--- src/rtl/wb_write_arb.sv ---
// Register-file write-port arbiter: W-stage writes win, multi-cycle results queue in a FIFO.
// A starvation counter forces a one-cycle W stall to drain the head. `WB_PEND_EN adds pend1/pend2.
module wb_write_arb #(
   parameter int unsigned DEPTH      = 4,
   parameter int unsigned STARVE_MAX = 7
) (
   input  logic        clk,
   input  logic        reset,
   input  logic        wb_we,
   input  logic [4:0]  wb_addr,
   input  logic [31:0] wb_data,
   input  logic [31:0] wb_pc8,
   input  logic        md_valid,
   input  logic [4:0]  md_addr,
   input  logic [31:0] md_data,
   input  logic [31:0] md_pc8,
   output logic        md_ready,
   output logic        rf_we,
   output logic [4:0]  rf_addr,
   output logic [31:0] rf_data,
   output logic [31:0] rf_pc8,
   output logic        wb_stall,
   input  logic [4:0]  rd1_addr,
   input  logic [4:0]  rd2_addr,
   output logic        pend1,
   output logic        pend2
);

   localparam int unsigned PtrW = $clog2(DEPTH);
   localparam int unsigned CntW = $clog2(STARVE_MAX + 1);

   logic [PtrW-1:0]  wr_ptr_q, rd_ptr_q;
   logic [DEPTH-1:0] valid_q, valid_d;
   logic [4:0]       addr_q [DEPTH];
   logic [31:0]      data_q [DEPTH];
   logic [31:0]      pc8_q  [DEPTH];
   logic [CntW-1:0]  cnt_q, cnt_d;
   logic             stall_q, stall_d;
   logic             alive_q;
   logic             head_vld, head_sel, push, pop;

   assign head_vld = valid_q[rd_ptr_q];
   // alive_q holds md_ready low until the first edge after reset release
   assign md_ready = alive_q & ~(&valid_q);
   assign push     = md_valid & md_ready & (md_addr != 5'd0);
   assign head_sel = head_vld & (stall_q | ~wb_we);
   assign pop      = reset & head_sel;
   assign wb_stall = stall_q;

   always_comb begin
      valid_d = valid_q;
      if (pop)  valid_d[rd_ptr_q] = 1'b0;
      if (push) valid_d[wr_ptr_q] = 1'b1;
   end

   always_comb begin
      cnt_d   = cnt_q;
      stall_d = 1'b0;
      if (!head_vld || pop) begin
         cnt_d = '0;
      end else if (wb_we && !stall_q) begin
         if (cnt_q == CntW'(STARVE_MAX - 1)) begin
            cnt_d   = '0;
            stall_d = 1'b1;
         end else begin
            cnt_d = cnt_q + CntW'(1);
         end
      end
   end

   always_ff @(posedge clk or negedge reset) begin
      if (!reset) begin
         wr_ptr_q <= '0;
         rd_ptr_q <= '0;
         valid_q  <= '0;
         cnt_q    <= '0;
         stall_q  <= 1'b0;
         alive_q  <= 1'b0;
      end else begin
         valid_q <= valid_d;
         cnt_q   <= cnt_d;
         stall_q <= stall_d;
         alive_q <= 1'b1;
         if (push) wr_ptr_q <= wr_ptr_q + PtrW'(1);
         if (pop)  rd_ptr_q <= rd_ptr_q + PtrW'(1);
      end
   end

   always_ff @(posedge clk) begin
      if (push) begin
         addr_q[wr_ptr_q] <= md_addr;
         data_q[wr_ptr_q] <= md_data;
         pc8_q[wr_ptr_q]  <= md_pc8;
      end
   end

   // reset gates the combinational W path so the port is quiet while reset is held
   always_comb begin
      rf_we   = 1'b0;
      rf_addr = '0;
      rf_data = '0;
      rf_pc8  = '0;
      if (reset) begin
         if (head_sel) begin
            rf_we   = 1'b1;
            rf_addr = addr_q[rd_ptr_q];
            rf_data = data_q[rd_ptr_q];
            rf_pc8  = pc8_q[rd_ptr_q];
         end else if (wb_we) begin
            rf_we   = 1'b1;
            rf_addr = wb_addr;
            rf_data = wb_data;
            rf_pc8  = wb_pc8;
         end
      end
   end

`ifdef WB_PEND_EN
   always_comb begin
      pend1 = 1'b0;
      pend2 = 1'b0;
      for (int i = 0; i < int'(DEPTH); i++) begin
         if (valid_q[i] && (addr_q[i] == rd1_addr)) pend1 = 1'b1;
         if (valid_q[i] && (addr_q[i] == rd2_addr)) pend2 = 1'b1;
      end
      if (rd1_addr == 5'd0) pend1 = 1'b0;
      if (rd2_addr == 5'd0) pend2 = 1'b0;
   end
`else
   logic unused_rd;
   assign unused_rd = ^{rd1_addr, rd2_addr};
   assign pend1     = 1'b0;
   assign pend2     = 1'b0;
`endif

endmodule

--- config.mk ---
export PLATFORM = sky130hd
export DESIGN_NAME = wb_write_arb
export DESIGN_NICKNAME = d
export VERILOG_FILES = /design/src/rtl/wb_write_arb.sv
export SDC_FILE = /design/constraint.sdc
export NUM_CORES = 1
export LEC_CHECK = 0
export ABC_AREA = 1
export CORE_UTILIZATION = 55
export DETAILED_ROUTE_END_ITERATION = 6
export DONT_BUFFER_PORTS = 1
export PLACE_DENSITY = 0.67
export SLEW_MARGIN = 20
export SYNTH_ARGS = -nofsm -noshare
export SYNTH_HDL_FRONTEND = slang
export SYNTH_SLANG_ARGS = --single-unit
--- constraint.sdc ---
create_clock -name clk -period 3.54 [get_ports clk]
set_clock_uncertainty 0.15 [all_clocks]
set_input_delay 1.062 -clock clk [delete_from_list [all_inputs] [get_ports clk]]
set_output_delay 1.062 -clock clk [all_outputs]
set_load 0.01 [all_outputs]
# --- Yosys cells after proc, flatten, opt, wreduce, memory -nomap -nowiden ---
# Memories as Yosys holds them, arrays and structs flattened.
# Index checks and enable logic that the tools add are counted.
classes:
  n_lt_le_gt_ge: 4
  n_mux: 28
  addsub: 3
  bitwise: 11
  eq_ne: 1
  reduce_logical: 9
ops:
  columns: ["op", "n"]
  rows:
  - ["two-way mux 32 bit", 6]
  - ["two-way mux 5 bit", 3]
  - ["two-way mux 1 bit", 11]
  - ["two-way mux 3 bit", 3]
  - ["two-way mux 4 bit", 2]
  - ["< comparator 2 x 3 -> 1 bit, second input constant", 2]
  - ["bitwise AND 1 bit", 5]
  - ["nonzero test 5 bit", 1]
  - ["adder 2 x 1 -> 2 bit, second input constant", 2]
  - ["bitwise AND 4 bit", 1]
  - ["demux 1 bit (select 2 bit)", 2]
  - ["greater-or-equal comparator 2 x 1 -> 1 bit, second input constant", 2]
  - ["inverter 4 bit", 1]
  - ["bitwise OR 4 bit", 1]
  - ["AND reduction 4 bit", 1]
  - ["adder 3 x 1 -> 3 bit, second input constant", 1]
  - ["equality test 3 bit, second input constant", 1]
  - ["logical AND 1 bit", 3]
  - ["binary-select mux 1 bit (select 2 bit)", 1]
  - ["logical NOT 1 bit", 2]
  - ["inverter 1 bit", 2]
  - ["nonzero test 2 bit", 1]
  - ["logical OR 1 bit", 1]
  - ["bitwise OR 1 bit", 1]
totals:
  inputBits: 152
  ff_bits: 13
  ram_bits: 276
  mem_count: 3
mem_list:
  columns: ["memory", "words", "width", "read_ports", "rd_clocked_by_memory_dff", "write_ports", "line", "text"]
  rows:
  - ["data_q", 4, 32, 1, 0, 1, "35", "logic [31:0] data_q [DEPTH];"]
  - ["pc8_q", 4, 32, 1, 0, 1, "36", "logic [31:0] pc8_q [DEPTH];"]
  - ["addr_q", 4, 5, 1, 0, 1, "34", "logic [4:0] addr_q [DEPTH];"]

# --- Longest topological paths before layout ---
# Gate-level depths: netlist of run 1.
logic_depth:
  ltp_word: 9
  ltp_mapped: 10
  mapped_depth_nobuf: 8

# --- Worst setup path after synthesis of run 1 ---
# No wires, ideal clock.
synth_timing:
  path_kind: "input to register"
  from: "in md_addr[1]"
  to: "mem addr_q[0][0], enable pin"
  t_arrival_ns: 2.745
  stages: 4
  t_required_ns: 2.967
  slack_ns: 0.222
  setup_ns: 0.423
  n_path_buf: 0
  cell_sequence: "nor2_1 nand3b_1 nand4_1 inv_1"
synth_via:
  elab_chain_len: 4
synth_rtl:
  columns: ["element", "line", "text"]
  rows:
  - ["from (decl)", "14", "input logic [4:0] md_addr,"]
  - ["nonzero test 5 bit", "45", "assign push = md_valid & md_ready & (md_addr != 5'd0);"]
  - ["bitwise AND 1 bit", "45", null]
  - ["two-way mux 1 bit", "90", "if (push) begin"]
  - ["two-way mux 1 bit (implied by the code)", "91", "addr_q[wr_ptr_q] <= md_addr;"]
  - ["to (decl)", "34", null]
# Every way passes these cells.

# --- Final worst setup path of run 1 ---
layout_timing:
  from: "reg rd_ptr_q[0]"
  to: "out rf_data[1]"
layout_via:
  elab_chain_len: 5
layout_rtl:
  columns: ["element", "line", "text"]
  rows:
  - ["from (decl)", "32", "logic [PtrW-1:0] wr_ptr_q, rd_ptr_q;"]
  - ["from (signal assigned)", "85", "if (pop) rd_ptr_q <= rd_ptr_q + PtrW'(1);"]
  - ["binary-select mux 1 bit (select 2 bit)", "42", "assign head_vld = valid_q[rd_ptr_q];"]
  - ["two-way mux 1 bit (implied by the code)", "42", null]
  - ["bitwise AND 1 bit", "46", "assign head_sel = head_vld & (stall_q | ~wb_we);"]
  - ["two-way mux 32 bit (*)", "104", "if (head_sel) begin"]
  - ["two-way mux 32 bit (*)", "103", "if (reset) begin"]
  - ["to (decl)", "20", "output logic [31:0] rf_data,"]
# Mark *: on every way between the ends. The rest lies on a longest branch, timed or not. The select of a mux whose other input is x is not followed.

==> reports/metrics.yaml, run 1 <==
die:
  die_w_um: 154.5
  initial_core_util: 0.5636
  io_pins: 226
  rows: 55
  dieArea_mm2: 0.02388
  die_h_um: 154.5
  core-area_mm2: 0.02271
synthesis:
  synthAdderAreaFrac: 0.007821
  synth_top_family_by_area: "simple AND/OR/NAND/NOR gates"
  synth_compound_area_frac: 0.002249
  synth-simple-area-share: 0.2613
  syn_area_per_cell_um2: 9.944
  synth_xor_area_frac: 0
  syn_inst: 1287
  synth_cell_types: 24
  synth_mux_area_frac: 0
  synth.ff_latch_count: 289
  yosysSeqAreaShare: 0.6730
  yosys_warnings: 0
  syn-cell-area_mm2: 0.01280
route:
  wl_um: 26080
  remaining_drc_errors: 0
  route.vias.total: 8337
  wl_per_cell_um: 16.48
  dr.pass1.iters: 5
  wl_met3_um: 1683
  met2WireLength_um: 12770
  maxUsedRoutingLayer: "met4"
  drtIter0Drc: 448
  via_per_inst: 5.270
  wl_met1_um: 11100
  antenna_left: 0
placement:
  gp_congestion: 0.7347
  detailedPlacementHpwl_um: 14810
  dp_slack_ns: 0.2058
  port_buffers: 0
  placed_cells: 1527
global_routing:
  grt_pass1_vias: 7527
  antenna_found_initial: 0
  grt_pass1_wl_um: 40010
  grtUsageTotal: 0.2159
  grt_max_degree: 103
  overflow: 0
sta:
  finalCritPeriodShare: 0.9815
  final.min_clock_period_ns: 3.474
  setup_viol: 0
  hold_viol: 0
  worst-slew-pin-transition_ns: 0.6064
  fmax_mhz: 287.8
  drv_slew: 0
  slew_headroom: 0.5957
  postLayoutSetupSlackWorst_ns: 0.06553
  rsz0062_at_grt: "yes"
power_and_ir_drop:
  powerDensity_mw_per_mm2: 760.7
  vdd_drop_max_uv: 489.0
  power_uw: 10830
  leakagePower_uw: 0.005903
cells_and_area:
  diodes: 0
  fin_cells: 1582
  drive_gt1_frac: 0.09252
  fillers: 1792
  syn_to_final_growth_pct: 11.24
  nets: 1437
clocking:
  clk_pin_slew_ns: 0.06
  h-tree-depth: 1
  postCtsHoldBufs: 0
  clk_latency_ns: 0.55
  clock-sinks: 289
  cts_tree: "built"
  clockBufferDepth: 3
  root_buffer: "clkbuf_16"
  cts_buffers: 29
setup_path:
  path_class: "reg2out"
  cp.arrival_ns: 2.26
  end_kind: "output port"
  reg2regPathDepth: 5
  cp_max_fo: 16
  cp-start-kind: "flip-flop"
  required_ns: 2.33
worst_hold_path:
  hold_path_class: "in2async"
flow_run:
  max_cap_viol_count: 0
run_status:
  status: "completed"
-- power by group --
group	leakage (uW)	internal, uW	switching, uW	total, uW
Clock	0.000434	1650	1200	2850
Combinational	0.00280	1140	2620	3750
Sequential	0.00267	4100	121	4220
Total	0.00590	6890	3940	10800
-- critical path, stage by stage, from the launching register on --
cell and delay [ns]:
dfrtp_4 0.55, clkinv_8 0.11, nand2_1 0.07, nand3_1 0.14, nand2_2 0.10, nor2_4 0.16, buf_4 0.18, buf_12 0.16
nand2_1 0.10, nand2_1 0.09, nor2_2 0.05
-- worst paths after layout --
path	slack (ns)	from	to
max in group asynchronous	3.10	reset	rd_ptr_q[0]
min in group clk	0.34	cnt_q[0]	wb_stall
hold reg to reg	0.34	cnt_q[0]	wb_stall
setup / recovery	0.07	rd_ptr_q[0]	rf_data[1]
setup reg to reg	1.37	valid_q[1]	pc8_q[0][27]
hold / removal	0.05	reset	wr_ptr_q[1]
-- through the flow --
step / util / instance area, um^2 / TNS (ns) / hold WS [ns]
finish: 0.6269 / 14240 / 0 / 0.05184
global route: 0.6269 / 14240 / -1.922 / 0.02975
CTS: 0.6180 / 14030 / 0 / 0.03298
detailed placement: 0.5789 / 13150 / 0 / 0.3351
global placement: 0.5789 / 13150 / 0 / 0.3280
floorplan: - / 12800 / 0 / 0.3046
-- layout make-up --
cell class	instances	area (um^2)	share of cell area
timing repair buffer	28	434.2	0.03049
clock buffer	38	759.5	0.05334
sequential	289	8618	0.6053
tap	285	356.6	0.02505
multi-input combinational	842	3597	0.2527
inverter	87	344.1	0.02417
clock inverter	13	127.6	0.008964
-- cell families (layout without fill, tap and decap cells) --
logic type	after synthesis	in the layout
buffers and inverters	157	166
AOI/OAI and AO/OA	3	3
DFF	289	289
other	2	3
and+or+nand+nor	828	828
adders and majority gates	8	8
-- cells in the final DEF (no fill, tap or decap), types with 5 or more instances in the layout --
cell,n
nor2_2,40
nand4_1,12
ha_1,8
nand2_1,584
clkinv_1,5
clkinv_2,8
edfxtp_1,276
buf_12,12
buf_4,10
clkbuf_16,31
nor2_1,36
inv_1,80
nand3_1,149
dfrtp_1,11
clkbuf_1,9
-- registers in the layout (all words and copies together), names as in the netlist --
register,flops
addr_q,20
wb_stall,1
pc8_q,128
rd_ptr_q,2
wr_ptr_q,2
alive_q,1
valid_q,4
data_q,128
cnt_q,3
-- synth_stat cells, drive strengths merged --
cell / count / area, um^2
nand2: 586 / 2202
edfxtp: 276 / 8288
nand3: 150 / 750.7
inv: 87 / 329.1
nor2: 78 / 302.8
buf: 51 / 304.1
clkbuf: 19 / 71.32
dfrtp: 13 / 325.3
nand4: 12 / 75.07
ha: 8 / 100.1
conb: 2 / 7.510
o21ai: 2 / 21.27
nand3b: 1 / 7.510
nor4: 1 / 6.260
o21a: 1 / 7.510
-- routing by layer --
metal | vias up | track usage
met5 | - | 0
met4 | 0 | 0.05328
met3 | 40 | 0.04791
met2 | 225 | 0.3743
met1 | 3896 | 0.2764
li1 | 4176 | -
-- repair_timing --
item | in CTS | in global routing
gates resized for setup | 0 | 50
endpoints found under the setup margin | 0 | 70
buffers inserted | 0 | 3
No activity file was read; power rests on OpenSTA's default activity.
==> run 2, diff against run 1 <==
--- a/config.mk
+++ b/config.mk
@@ -10,6 +10,7 @@
 export DETAILED_ROUTE_END_ITERATION = 6
 export DONT_BUFFER_PORTS = 1
 export PLACE_DENSITY = 0.67
+export RECOVER_POWER = 50
 export SLEW_MARGIN = 20
 export SYNTH_ARGS = -nofsm -noshare
 export SYNTH_HDL_FRONTEND = slang
==> results of run 2 <==
Same layout as run 1: the final DEF is identical, and so are final timing and power.
==> run 3, diff against run 2 <==
--- a/config.mk
+++ b/config.mk
@@ -6,9 +6,11 @@
 export NUM_CORES = 1
 export LEC_CHECK = 0
 export ABC_AREA = 1
+export ABC_CLOCK_PERIOD_IN_PS = 3540
 export CORE_UTILIZATION = 55
 export DETAILED_ROUTE_END_ITERATION = 6
 export DONT_BUFFER_PORTS = 1
+export GPL_TIMING_DRIVEN = 0
 export PLACE_DENSITY = 0.67
 export RECOVER_POWER = 50
 export SLEW_MARGIN = 20
==> run 3 against run 2 <==
Combinational power rose by 15%. Via count rose by 5.9%. Non-clock buffer count rose by 51. Total power rose by 4.1%. Global-route usage rose by 3.2 points. Sequential cell count did not move. Critical path depth fell by 2. Highest routed layer unchanged.
==> reports/metrics.yaml, run 3 (synthesized netlist as in run 1, its figures left out) <==
cells_and_area:
  syn_to_final_growth_pct: 13.79  # was 11.24%
  fin_cells: 1632  # was 1,582
  diodes: 0  # unchanged
  final_area_mm2: 0.01456  # was 0.01424 mm^2
  reg_top3: "data_q: 128 flops, pc8_q: 128 flops, addr_q: 20 flops"  # unchanged
  multi_input_area_mm2: 0.003712  # was 0.003597 mm^2
  nets: 1488  # was 1,437
  fin_util: 0.6413  # was 0.6269
  register_area_mm2: 0.008613  # was 0.008618 mm^2
  drive_gt1_frac: 0.1344  # was 0.09252
  layout_common_cells: "nand2_1 (584), edfxtp_1 (276), nand3_1 (147)"  # was nand2_1 (584), edfxtp_1 (276), nand3_1 (149)
  layout_commonest_cell: "nand2_1"  # unchanged
  fillers: 1806  # was 1,792
die:
  rows: 55  # unchanged
  die_h_um: 154.5  # unchanged
  initial_core_util: 0.5636  # unchanged
  io_pins: 226  # unchanged
  core-area_mm2: 0.02271  # unchanged
  die_w_um: 154.5  # unchanged
  dieArea_mm2: 0.02388  # unchanged
global_routing:
  use_met1: 0.3114  # was 0.2764
  grt_max_degree: 50  # was 103
  use_met3: 0.05912  # was 0.04791
  use_met2: 0.4189  # was 0.3743
  grt_pass1_wl_um: 44860  # was 40,010 um
  busiest_layer: "met2"  # unchanged
  grt_pass1_vias: 8290  # was 7,527
  overflow: 0  # unchanged
  grtUsageTotal: 0.2483  # was 0.2159
  antenna_found_initial: 0  # unchanged
setup_path:
  cp.arrival_ns: 2.24  # was 2.26 ns
  cp_max_fo: 10  # was 16
  end_kind: "output port"  # unchanged
  cp-start-kind: "flip-flop"  # unchanged
  reg2regPathDepth: 5  # unchanged
  path_class: "reg2out"  # unchanged
  required_ns: 2.33  # about the same
placement:
  place_area_mm2: 0.01328  # was 0.01315 mm^2
  port_buffers: 0  # unchanged
  detailedPlacementHpwl_um: 18460  # was 14,810 um
  dp_slack_ns: -0.3811  # was 0.2058 ns
  placed_cells: 1577  # was 1,527
  gp_congestion: 0.8169  # was 0.7347
power_and_ir_drop:
  leakagePower_uw: 0.006064  # was 0.005903 uW
  powerDensity_mw_per_mm2: 774.1  # was 760.7 mW/mm^2
  vdd_drop_max_uv: 476.6  # was 489.0 uV
run_status:
  status: "completed"  # unchanged
route:
  route.vias.total: 8826  # was 8,337
  remaining_drc_errors: 0  # unchanged
  wl_per_cell_um: 18.06  # was 16.48 um
  via_per_inst: 5.408  # was 5.270
  dr.pass1.iters: 5  # unchanged
  antenna_left: 0  # unchanged
  wl_um: 29470  # was 26,080 um
  drtIter0Drc: 521  # was 448
sta:
  worst-slew-pin-transition_ns: 0.6069  # was 0.6064 ns
  fmax_mhz: 289.7  # was 287.8 MHz
  slew_headroom: 0.5954  # was 0.5957
  rsz0062_at_grt: "yes"  # unchanged
  drv_slew: 0  # unchanged
  hold_viol: 0  # unchanged
  postLayoutSetupSlackWorst_ns: 0.08769  # was 0.06553 ns
  holdWs_ns: 0.06941  # was 0.05184 ns
  setup_viol: 0  # unchanged
  finalCritPeriodShare: 0.9752  # was 0.9815
  final.min_clock_period_ns: 3.452  # was 3.474 ns
clocking:
  root_buffer: "clkbuf_16"  # unchanged
  cts_tree: "built"  # unchanged
  clk_pin_slew_ns: 0.06  # about the same
  h-tree-depth: 1  # unchanged
  clockBufferDepth: 3  # unchanged
  cts_buffers: 29  # unchanged
  postCtsHoldBufs: 0  # unchanged
  clk_latency_ns: 0.53  # was 0.55 ns
  clock-sinks: 289  # unchanged
flow_run:
  max_cap_viol_count: 0  # unchanged
worst_hold_path:
  hold_path_class: "in2async"  # unchanged
==> run 3: changes by cell type in the layout (fill, tap and decap cells not counted), sizes merged <==
cell / delta
buf: +23
clkbuf: +22
inv: +5
bufinv: -1
clkinv: +1
==> run 3: cell type report <==
class | instances | share of cell area
plain buffers | 70 | 0.03694
clock buffers | 32 | 0.05060
clock inverters | 18 | 0.007045
inverters | 87 | 0.02397
multi-input cells | 842 | 0.2549
flip-flops and latches | 289 | 0.5914
well taps | 285 | 0.02448
repair buffers | 9 | 0.01065
==> run 3: stage by stage <==
step / setup TNS, ns / total power (uW)
3_3_place_gp: -293.09 / 8042
5_1_grt: -0.007782 / 11980
6_report: 0 / 11270
3_5_place_dp: -22.17 / 8123
4_1_cts: 0 / 11070
2_1_floorplan: 0 / 6993
==> run 3: power by group <==
part	internal [uW]	switching (uW)	total (uW)	leakage, uW
combinational	1370	2960	4330	0.00298
clock	1550	1200	2750	0.000412
sequential	4100	105	4200	0.00267
==> run 3: final timing paths <==
| kind | end | slack (ns) | start |
|---|---|---|---|
| setup reg to reg | pc8_q[2][14] | 1.19 | valid_q[1] |
| hold / removal | rd_ptr_q[1] | 0.07 | reset |
| max in group asynchronous | cnt_q[1] | 3.10 | reset |
| min in group clk | cnt_q[2] | 0.35 | cnt_q[2] |
| setup / recovery | rf_data[9] | 0.09 | rd_ptr_q[1] |
| hold reg to reg | cnt_q[2] | 0.35 | cnt_q[2] |
==> run 3: metal layers <==
layer,part of all wire,vias to the layer above
met2,0.48,324
met5,0,-
li1,-,4287
met1,0.41,4163
met4,0.026,0
met3,0.077,52
==> run 3: critical path: stages, from the launching register on <==
cell,delay [ns]
dfrtp_1,0.40
buf_4,0.21
inv_6,0.13
clkbuf_1,0.49
nand3_1,0.15
nand2_1,0.11
nand2_1,0.07
nand2_1,0.07
nor2_2,0.05
==> run 3: repair_timing <==
| item | in CTS | in global routing |
|---|---|---|
| setup endpoints to repair | 70 | 70 |
| resized for setup | 65 | 94 |
| hold endpoints to repair | 0 | 0 |
| setup buffers | 4 | 1 |
| pin swaps | 2 | 2 |
